[src/rtl/alu_share_arbiter_pkg.sv]
// Shared ALU operation encoding used by the requesters, the arbiter and the ALU.
package alu_share_arbiter_pkg;

  typedef enum logic [2:0] {
    ALU_ADD = 3'd0,
    ALU_SUB = 3'd1,
    ALU_AND = 3'd2,
    ALU_OR  = 3'd3,
    ALU_XOR = 3'd4,
    ALU_SLL = 3'd5,
    ALU_SRL = 3'd6,
    ALU_SRA = 3'd7
  } alu_ops_t;

endpackage

[src/rtl/alu_share_arbiter.sv]
// Shares one combinational ALU between NREQ requesters: arbitration, issue register, tagged response register.
// Build option ALU_ARB_FIXED_PRIO_EN: fixed priority (requester 0 highest) instead of round-robin.
module alu_share_arbiter
  import alu_share_arbiter_pkg::*;
#(
  parameter int unsigned NREQ = 2,
  parameter int unsigned IDW  = $clog2(NREQ)
) (
  input  logic            clk,
  input  logic            rst_n,
  input  logic [NREQ-1:0] req_valid,
  output logic [NREQ-1:0] req_ready,
  input  alu_ops_t        req_op [NREQ],
  input  logic [31:0]     req_a  [NREQ],
  input  logic [31:0]     req_b  [NREQ],
  output alu_ops_t        alu_op,
  output logic [31:0]     alu_a,
  output logic [31:0]     alu_b,
  input  logic [31:0]     alu_out,
  output logic            resp_valid,
  input  logic            resp_ready,
  output logic [IDW-1:0]  resp_id,
  output logic [31:0]     resp_data
);

  localparam int unsigned DW = 32;

  logic           iss_v;
  alu_ops_t       iss_op;
  logic [DW-1:0]  iss_a;
  logic [DW-1:0]  iss_b;
  logic [IDW-1:0] iss_id;
  logic [IDW-1:0] last_id;

  logic           adv;
  logic           iss_free;
  logic           accept;
  logic [IDW-1:0] gnt;

  assign adv      = iss_v && (!resp_valid || resp_ready);
  assign iss_free = !iss_v || adv;
  assign accept   = iss_free && (|req_valid);

  // Grant selection: gnt is meaningful only when some request is valid.
`ifdef ALU_ARB_FIXED_PRIO_EN
  always_comb begin
    logic [IDW-1:0] cand;
    gnt  = '0;
    cand = '0;
    for (int i = int'(NREQ) - 1; i >= 0; i--) begin
      cand = IDW'(i);
      if (req_valid[cand]) gnt = cand;
    end
  end
`else
  always_comb begin
    logic           found;
    logic [IDW-1:0] cand;
    int unsigned    idx;
    gnt   = '0;
    found = 1'b0;
    cand  = '0;
    idx   = 0;
    for (int unsigned k = 1; k <= NREQ; k++) begin
      idx  = (32'(last_id) + k) % NREQ;
      cand = IDW'(idx);
      if (!found && req_valid[cand]) begin
        gnt   = cand;
        found = 1'b1;
      end
    end
  end
`endif

  for (genvar g = 0; g < int'(NREQ); g++) begin : g_ready
    assign req_ready[g] = iss_free && req_valid[g] && (gnt == IDW'(g));
  end

  // Idle issue stage presents a harmless ADD 0+0 to the ALU.
  assign alu_op = iss_v ? iss_op : ALU_ADD;
  assign alu_a  = iss_v ? iss_a  : '0;
  assign alu_b  = iss_v ? iss_b  : '0;

  always_ff @(posedge clk or negedge rst_n) begin
    if (!rst_n) begin
      iss_v   <= 1'b0;
      iss_op  <= ALU_ADD;
      iss_a   <= '0;
      iss_b   <= '0;
      iss_id  <= '0;
      last_id <= IDW'(NREQ - 1);
    end else if (accept) begin
      iss_v   <= 1'b1;
      iss_op  <= req_op[gnt];
      iss_a   <= req_a[gnt];
      iss_b   <= req_b[gnt];
      iss_id  <= gnt;
      last_id <= gnt;
    end else if (adv) begin
      iss_v   <= 1'b0;
    end
  end

  // Response register reloads on advance, otherwise empties when consumed.
  always_ff @(posedge clk or negedge rst_n) begin
    if (!rst_n) begin
      resp_valid <= 1'b0;
      resp_id    <= '0;
      resp_data  <= '0;
    end else if (adv) begin
      resp_valid <= 1'b1;
      resp_id    <= iss_id;
      resp_data  <= alu_out;
    end else if (resp_ready) begin
      resp_valid <= 1'b0;
    end
  end

endmodule

[config.mk]
export PLATFORM = sky130hd
export DESIGN_NAME = alu_share_arbiter
export DESIGN_NICKNAME = d
export VERILOG_FILES = /design/src/rtl/alu_share_arbiter_pkg.sv /design/src/rtl/alu_share_arbiter.sv
export SDC_FILE = /design/constraint.sdc
export NUM_CORES = 1
export LEC_CHECK = 0
export CAP_MARGIN = 5
export CORE_AREA = 4 4 125 127
export CTS_CLUSTER_DIAMETER = 100
export DETAILED_ROUTE_END_ITERATION = 12
export DIE_AREA = 0 0 129 131
export MAX_ROUTING_LAYER = met4
export PLACE_DENSITY_LB_ADDON = 0.08
export SLEW_MARGIN = 20
export SYNTH_ARGS = -nofsm -noshare
export SYNTH_HDL_FRONTEND = slang
export SYNTH_SLANG_ARGS = --single-unit
[constraint.sdc]
create_clock -name clk -period 1.6 [get_ports clk]
set_clock_uncertainty 0.2 [all_clocks]
set_input_delay 0.16 -clock clk [delete_from_list [all_inputs] [get_ports clk]]
set_output_delay 0.16 -clock clk [all_outputs]
set_load 0.01 [all_outputs]
==> summary.txt, run 1 <==
Synth
  • Leading area contributor after synthesis: dfrtp_1
  • Syn_nets: 574
  • Most common flop cell mapped by yosys: dfrtp_1
  • FFs w/ async S/R, synth: 100%
  • Synthesized area per cell: 12.3 um2
  • Synth Warn #: 0
  • Seq/Total Area, Yosys: 52.4%
  • Mapped Area: 0.00497 mm2
  • Synth top area cells: dfrtp_1 (52%), o32ai_1 (12%), a2bb2oi_1 (11%)
  • Top cells by count, synth: dfrtp_1 (103), and2_1 (67), o32ai_1 (66)
  • Cell with the most instances after synthesis: dfrtp_1
  • Yosys reg bits: 104
  • Top-area cell type share of the netlist area: 51.9%
  • Unique masters post-synth: 27
  • Post-synth EDFFs: 0
  • Mapped Cells: ~400

Setup path
  • Worst-case reg-to-reg path depth: 8
  • R2R Path End: iss_b[1]
  • Crit path from: iss_v
  • Worst setup path end: iss_b[1]
  • Startpoint types: flop
  • Data arrival, critical path: 1930 ps
  • Reg-to-Reg Start: iss_v
  • CP Class: reg2reg
  • Reg-to-reg slack, setup: -250 ps
  • Critical path peak fanout: 7
  • CP Data Required Time: 1670 ps
  • Critical Path Sink Type: flop

Cells and area
  • Util after Layout: roughly two thirds
  • Fillcell total: 1093
  • Ant. Diodes: 0
  • Nets: 887
  • Area growth, synth to finish: 95.9%
  • Layout cell share with drive strength beyond 1: 42.0%

Timing
  • Worst slew pin tran: 524 ps
  • Hold WS: 155 ps
  • Slew HR: 65.0%
  • Setup TNS: -27180 ps
  • Crit path time final: 1850 ps
  • Fin. max-slew vios: 0
  • Final setup fails: 170
  • Final Worst Setup Slack: -255 ps
  • Hold Fails Final Rpt: 0
  • Fmax: 0.539 GHz
  • Period utilisation layout: 116%
  • RSZ-0062 raised after global routing: yes

Power and ir drop
  • Reg power frac: between 30% and 40%
  • LEAKAGE: 4.03 nW
  • Combinational Power Share: 41.5%
  • P_sw: 0.00288 W
  • Pint: 0.00662 W
  • Power density over the cells: 976 mW/mm2
  • Sw frac: 30.3%
  • Clock power frac: 22.9%
  • Max VDD drop: between 0.0005 and 0.0006 V

Placement
  • Final Wtd Congestion: 0.787
  • Final HPWL DP: 12.8 mm
  • Port Buffers: 273

Routing
  • Number of DRC markers in iteration 0: around 180
  • Post-DRT Antenna Nets: 0
  • DRC: 0
  • TritonRoute pass-1 iters: 4
  • WL/cell: 22.5 um
  • Via count of the routed design: ~4900
  • Final WL: 20.4 mm
  • Vias per cell: 5.39

CTS
  • CTS sink cnt: 104
  • Root Buffer: clkbuf_16
  • Clk pin slew, worst setup/hold paths: 80 ps
  • H-tree levels: 3
  • CTS buffer count: 9
  • CTS tree: built
  • Maximum clock path buffer count: 2
  • Clock latency on the worst-skew pair: 350 ps

Floorplan
  • DIE WIDTH: ~130 um
  • Core box area: 0.0144 mm2
  • Rows: 44
  • DIE HEIGHT: 131 um
  • Initial Util: 34.5%
  • Die ar.: 0.0169 mm2
  • Io pins: 274

Run
  • Max cap viols: 0

Global routing
  • Initial antenna violation count: 0
  • GRT Total Usage: between 20% and 30%
  • Wire length of the first global-routing pass: between 30 and 40 mm
  • GRT overflow: 0
  • Vias in the first global route: 5540
  • Largest net degree at the start of global routing: 55

Min path
  • Hold crit path type: in2async

Run status
  • Status: finished with violations
  • Failing checks: negative setup slack
[stage by stage]
stage	total power [W]	setup slack, ps	area [um2]	instances
floorplan	0.00472	4.96	4970	403
global placement	0.00646	-352	8060	849
detailed placement	0.00652	-401	8060	849
CTS	0.00943	-256	9550	900
global route	0.00998	-297	9740	905
finish	0.00950	-255	9740	905
[state kept, by name, summed over array words and instances (netlist names)]
signal      flops
resp_valid      1
last_id         1
iss_id          1
iss_b          32
iss_a          32
resp_id         1
resp_data      32
iss_v           1
iss_op          3
[kinds of logic (layout without fill, tap and decap cells)]
family	count (synthesis)	after routing	synth area share [%]
DFF	104	104	52.4
muxes	33	33	7.48
AOI/OAI and AO/OA	139	139	24.8
buffers and inverters	49	367	5.44
and+or+nand+nor	78	78	9.89
[timing repair]
item                       CTS  global route
buffers inserted            18             8
gates cloned                16             7
gates resized for setup    492            53
setup endpoints to repair  203           171
hold buffers                 1             0
hold endpoints to repair   104             0
pin swaps                    3             2
[worst min-delay path by stage]
stage	to	start	cells after the start	slack [ps]
3_5_place_dp	iss_b[0]	rst_n	2	-10
5_1_grt	iss_b[0]	rst_n	3	190
4_1_cts	iss_b[0]	rst_n	3	170
6_report	iss_b[0]	rst_n	3	150
3_3_place_gp	iss_b[0]	rst_n	2	-20
2_1_floorplan	iss_a[0]	rst_n	0	-340
[critical path, stage by stage (launching register included)]
cell and delay [ps]:
dfrtp_2 450, buf_6 140, and3b_4 200, buf_6 130
nor2_4 120, buf_6 150, buf_12 110, buf_12 120
a2bb2oi_2 140
[area by class of cell]
class                   count  area, um2  area share [%]
clock inverters             7       62.6           0.642
well taps                 184        230            2.36
repair buffers            350       3870            39.8
multi-input cells         250       2740            28.1
clock buffers               9        225            2.31
flip-flops and latches    104       2610            26.8
inverters                   1       3.75          0.0385
[per-layer routing]
metal / up-vias / routed length, um / GRT usage (%) / share of wire (%)
li1: 2196 / - / - / -
met1: 2438 / 7990 / 28.1 / 39
met2: 198 / 10400 / 40.2 / 51
met3: 48 / 1390 / 6.59 / 6.8
met4: 0 / 612 / 9.14 / 3.0
met5: - / 0 / - / 0
[layout by cell type (no fill, tap or decap), drive strengths merged, types with 17 or more instances in the layout]
cell type / netlist / final
dfrtp: 103 / 103
mux2: 33 / 33
a2bb2oi: 66 / 66
buf: 28 / 133
clkdlybuf4s50: 0 / 169
and2: 67 / 67
clkbuf: 20 / 17
dlygate4sd2: 0 / 34
o32ai: 67 / 67
[power by group through the flow]
stage               clock [W]  sequential [W]  combinational, W
finish                0.00217         0.00338           0.00394
global route          0.00234         0.00344           0.00420
CTS                   0.00224         0.00336           0.00383
detailed placement          0         0.00335           0.00317
global placement            0         0.00333           0.00313
floorplan                   0         0.00335           0.00137
(Power assumes the default switching activity.)
==> run 2: changes to the inputs <==
SETUP_SLACK_MARGIN = 0.02   (was not set)
==> summary.txt, run 2 (same netlist as run 1, synthesis figures left out) <==
Global routing
  • Largest net degree at the start of global routing: 42 (was 55)
  • GRT Total Usage: 22.0% (was 24.2%)
  • Wire length of the first global-routing pass: 27.9 mm (was 30.7 mm)
  • Vias in the first global route: 4990 (was 5540)
  • GRT overflow: 0 (unchanged)
  • Initial antenna violation count: 0 (unchanged)

Routing
  • WL/cell: 22.4 um (was 22.5 um)
  • Final WL: 20.1 mm (was 20.4 mm)
  • Number of DRC markers in iteration 0: 162 (was 179)
  • Vias per cell: 5.32 (was 5.39)
  • DRC: 0 (unchanged)
  • TritonRoute pass-1 iters: 4 (unchanged)
  • Post-DRT Antenna Nets: 0 (unchanged)
  • Via count of the routed design: 4774 (was 4880)

Timing
  • Hold Fails Final Rpt: 0 (unchanged)
  • RSZ-0062 raised after global routing: yes (unchanged)
  • Slew HR: 69.0% (was 65.0%)
  • Final Worst Setup Slack: -224 ps (was -255 ps)
  • Final setup fails: 171 (was 170)
  • Fin. max-slew vios: 0 (unchanged)
  • Fmax: 0.548 GHz (was 0.539 GHz)
  • Crit path time final: 1820 ps (was 1850 ps)
  • Setup TNS: -21500 ps (was -27180 ps)
  • Period utilisation layout: 114% (was 116%)
  • Worst slew pin tran: 464 ps (was 524 ps)

CTS
  • Clock latency on the worst-skew pair: 340 ps (was 350 ps)
  • CTS buffer count: 9 (unchanged)
  • Clk pin slew, worst setup/hold paths: 60 ps (was 80 ps)
  • Maximum clock path buffer count: 2 (unchanged)
  • CTS tree: built (unchanged)
  • Root Buffer: clkbuf_16 (unchanged)
  • H-tree levels: 3 (unchanged)
  • CTS sink cnt: 104 (unchanged)

Cells and area
  • Nets: 881 (was 887)
  • Top flop regs: iss_a (32), iss_b (32), resp_data (32) (unchanged)
  • Area of the multi-input gates: 0.00278 mm2 (was 0.00274 mm2)
  • Fillcell total: 1087 (was 1093)
  • Commonest non-fill, non-tap cells in the layout: clkdlybuf4s50_1 (169), dfrtp_1 (102), a2bb2oi_2 (66) (was clkdlybuf4s50_1 (169), dfrtp_1 (102), o32ai_1 (66), a2bb2oi_2 (66), buf_6 (43))
  • Area growth, synth to finish: 94.3% (was 95.9%)
  • Ant. Diodes: 0 (unchanged)
  • Register area: 0.00261 mm2 (unchanged)
  • Commonest non-fill, non-tap cell in the layout: clkdlybuf4s50_1 (unchanged)
  • Layout cell share with drive strength beyond 1: 42.9% (was 42.0%)

Floorplan
  • DIE WIDTH: 129 um (unchanged)
  • Die ar.: 0.0169 mm2 (unchanged)
  • Io pins: 274 (unchanged)
  • Core box area: 0.0144 mm2 (unchanged)
  • Rows: 44 (unchanged)
  • Initial Util: 34.5% (unchanged)
  • DIE HEIGHT: 131 um (unchanged)

Setup path
  • Crit path cell chain: buf_6, and3b_4, nor3_2, buf_4 (was buf_6, and3b_4, buf_6, nor2_4, buf_6, buf_12, buf_12, a2bb2oi_2)
  • CP Class: reg2out (was reg2reg)
  • Startpoint types: flop (unchanged)
  • Critical Path Sink Type: primary output (was flop)
  • Slowest-stage cell, CP: dfrtp_2 (unchanged)
  • Max stage delay on crit path: 450 ps (about the same)
  • Critical path peak fanout: 5 (was 7)
  • CP Data Required Time: 1240 ps (was 1670 ps)
  • Data arrival, critical path: 1460 ps (was 1930 ps)
  • Buf/Inv on CP: 2 (was 5)
  • Crit path max-delay family: flip-flops (was buffers and inverters)

Run status
  • Status: finished with violations (unchanged)
  • Failing checks: negative setup slack (unchanged)

Placement
  • Port Buffers: 273 (unchanged)
  • Final HPWL DP: 12.4 mm (was 12.8 mm)
  • Final Wtd Congestion: 0.794 (was 0.787)

Power and ir drop
  • Final Power: 0.00930 W (was 0.00950 W)
  • LEAKAGE: 4.01 nW (was 4.03 nW)
  • Power density over the cells: 963 mW/mm2 (was 976 mW/mm2)
  • Max VDD drop: 0.000494 V (was 0.000518 V)

Min path
  • Hold crit path type: in2async (unchanged)

Run
  • Max cap viols: 0 (unchanged)
## run 2: worst min-delay path, stage by stage
cell	delay, ps
dlygate4sd3_1	530
buf_4	180
buf_12	200
## run 2: worst paths after layout
| kind | slack [ps] | from | end | cells after the start |
|---|---|---|---|---|
| setup / recovery | -220 | iss_v | req_ready[0] | 4 |
| hold / removal | 180 | rst_n | resp_id | 3 |
| setup reg to reg | -190 | iss_v | iss_a[2] | 6 |
| hold reg to reg | 300 | resp_data[22] | resp_data[22] | 1 |
| max in group asynchronous | 340 | rst_n | iss_b[11] | 3 |
| min in group clk | 220 | alu_out[1] | resp_data[1] | 2 |
## run 2: cell type report
| cell class | count | area share (%) |
|---|---|---|
| tap | 184 | 2.38 |
| clock buffer | 11 | 2.41 |
| sequential | 104 | 27.0 |
| multi-input combinational | 250 | 28.8 |
| clock inverter | 4 | 0.233 |
| inverter | 1 | 0.0389 |
| timing repair buffer | 344 | 39.2 |
## run 2: per-stage QoR
stage	setup WS [ps]	area (um2)	hold WS, ps	util [%]	cells
2_1_floorplan	4.96	4980	-336	-	403
4_1_cts	-244	8830	171	61.2	884
3_5_place_dp	-446	8020	-181	55.6	841
6_report	-224	9650	181	66.9	898
5_1_grt	-279	9650	198	66.9	898
3_3_place_gp	-466	8020	-182	55.6	841
## run 2: what timing repair did
| action | in CTS | in global routing |
|---|---|---|
| resized for setup | 410 | 134 |
| setup endpoints to repair | 205 | 171 |
| hold buffers | 3 | 0 |
| cloned | 12 | 13 |
| setup buffers | 13 | 7 |
| pin swaps | 3 | 6 |
| hold endpoints to repair | 104 | 0 |
## run 2: layer usage
metal / vias to the layer above / share of wire [%] / GRT usage [%] / wire length, um
li1: 2178 / - / - / -
met1: 2403 / 40 / 27.1 / 7980
met2: 174 / 53 / 36.6 / 10600
met3: 19 / 6.1 / 4.76 / 1220
met4: 0 / 1.4 / 6.36 / 277
met5: - / 0 / - / 0
## run 2: report_power, final
| part | switching [W] | internal, W | total [W] |
|---|---|---|---|
| Combinational | 0.00148 | 0.00244 | 0.00392 |
| Sequential | 0.000313 | 0.00308 | 0.00339 |
| Clock | 0.000946 | 0.00104 | 0.00199 |
| Total | 0.00274 | 0.00656 | 0.00930 |
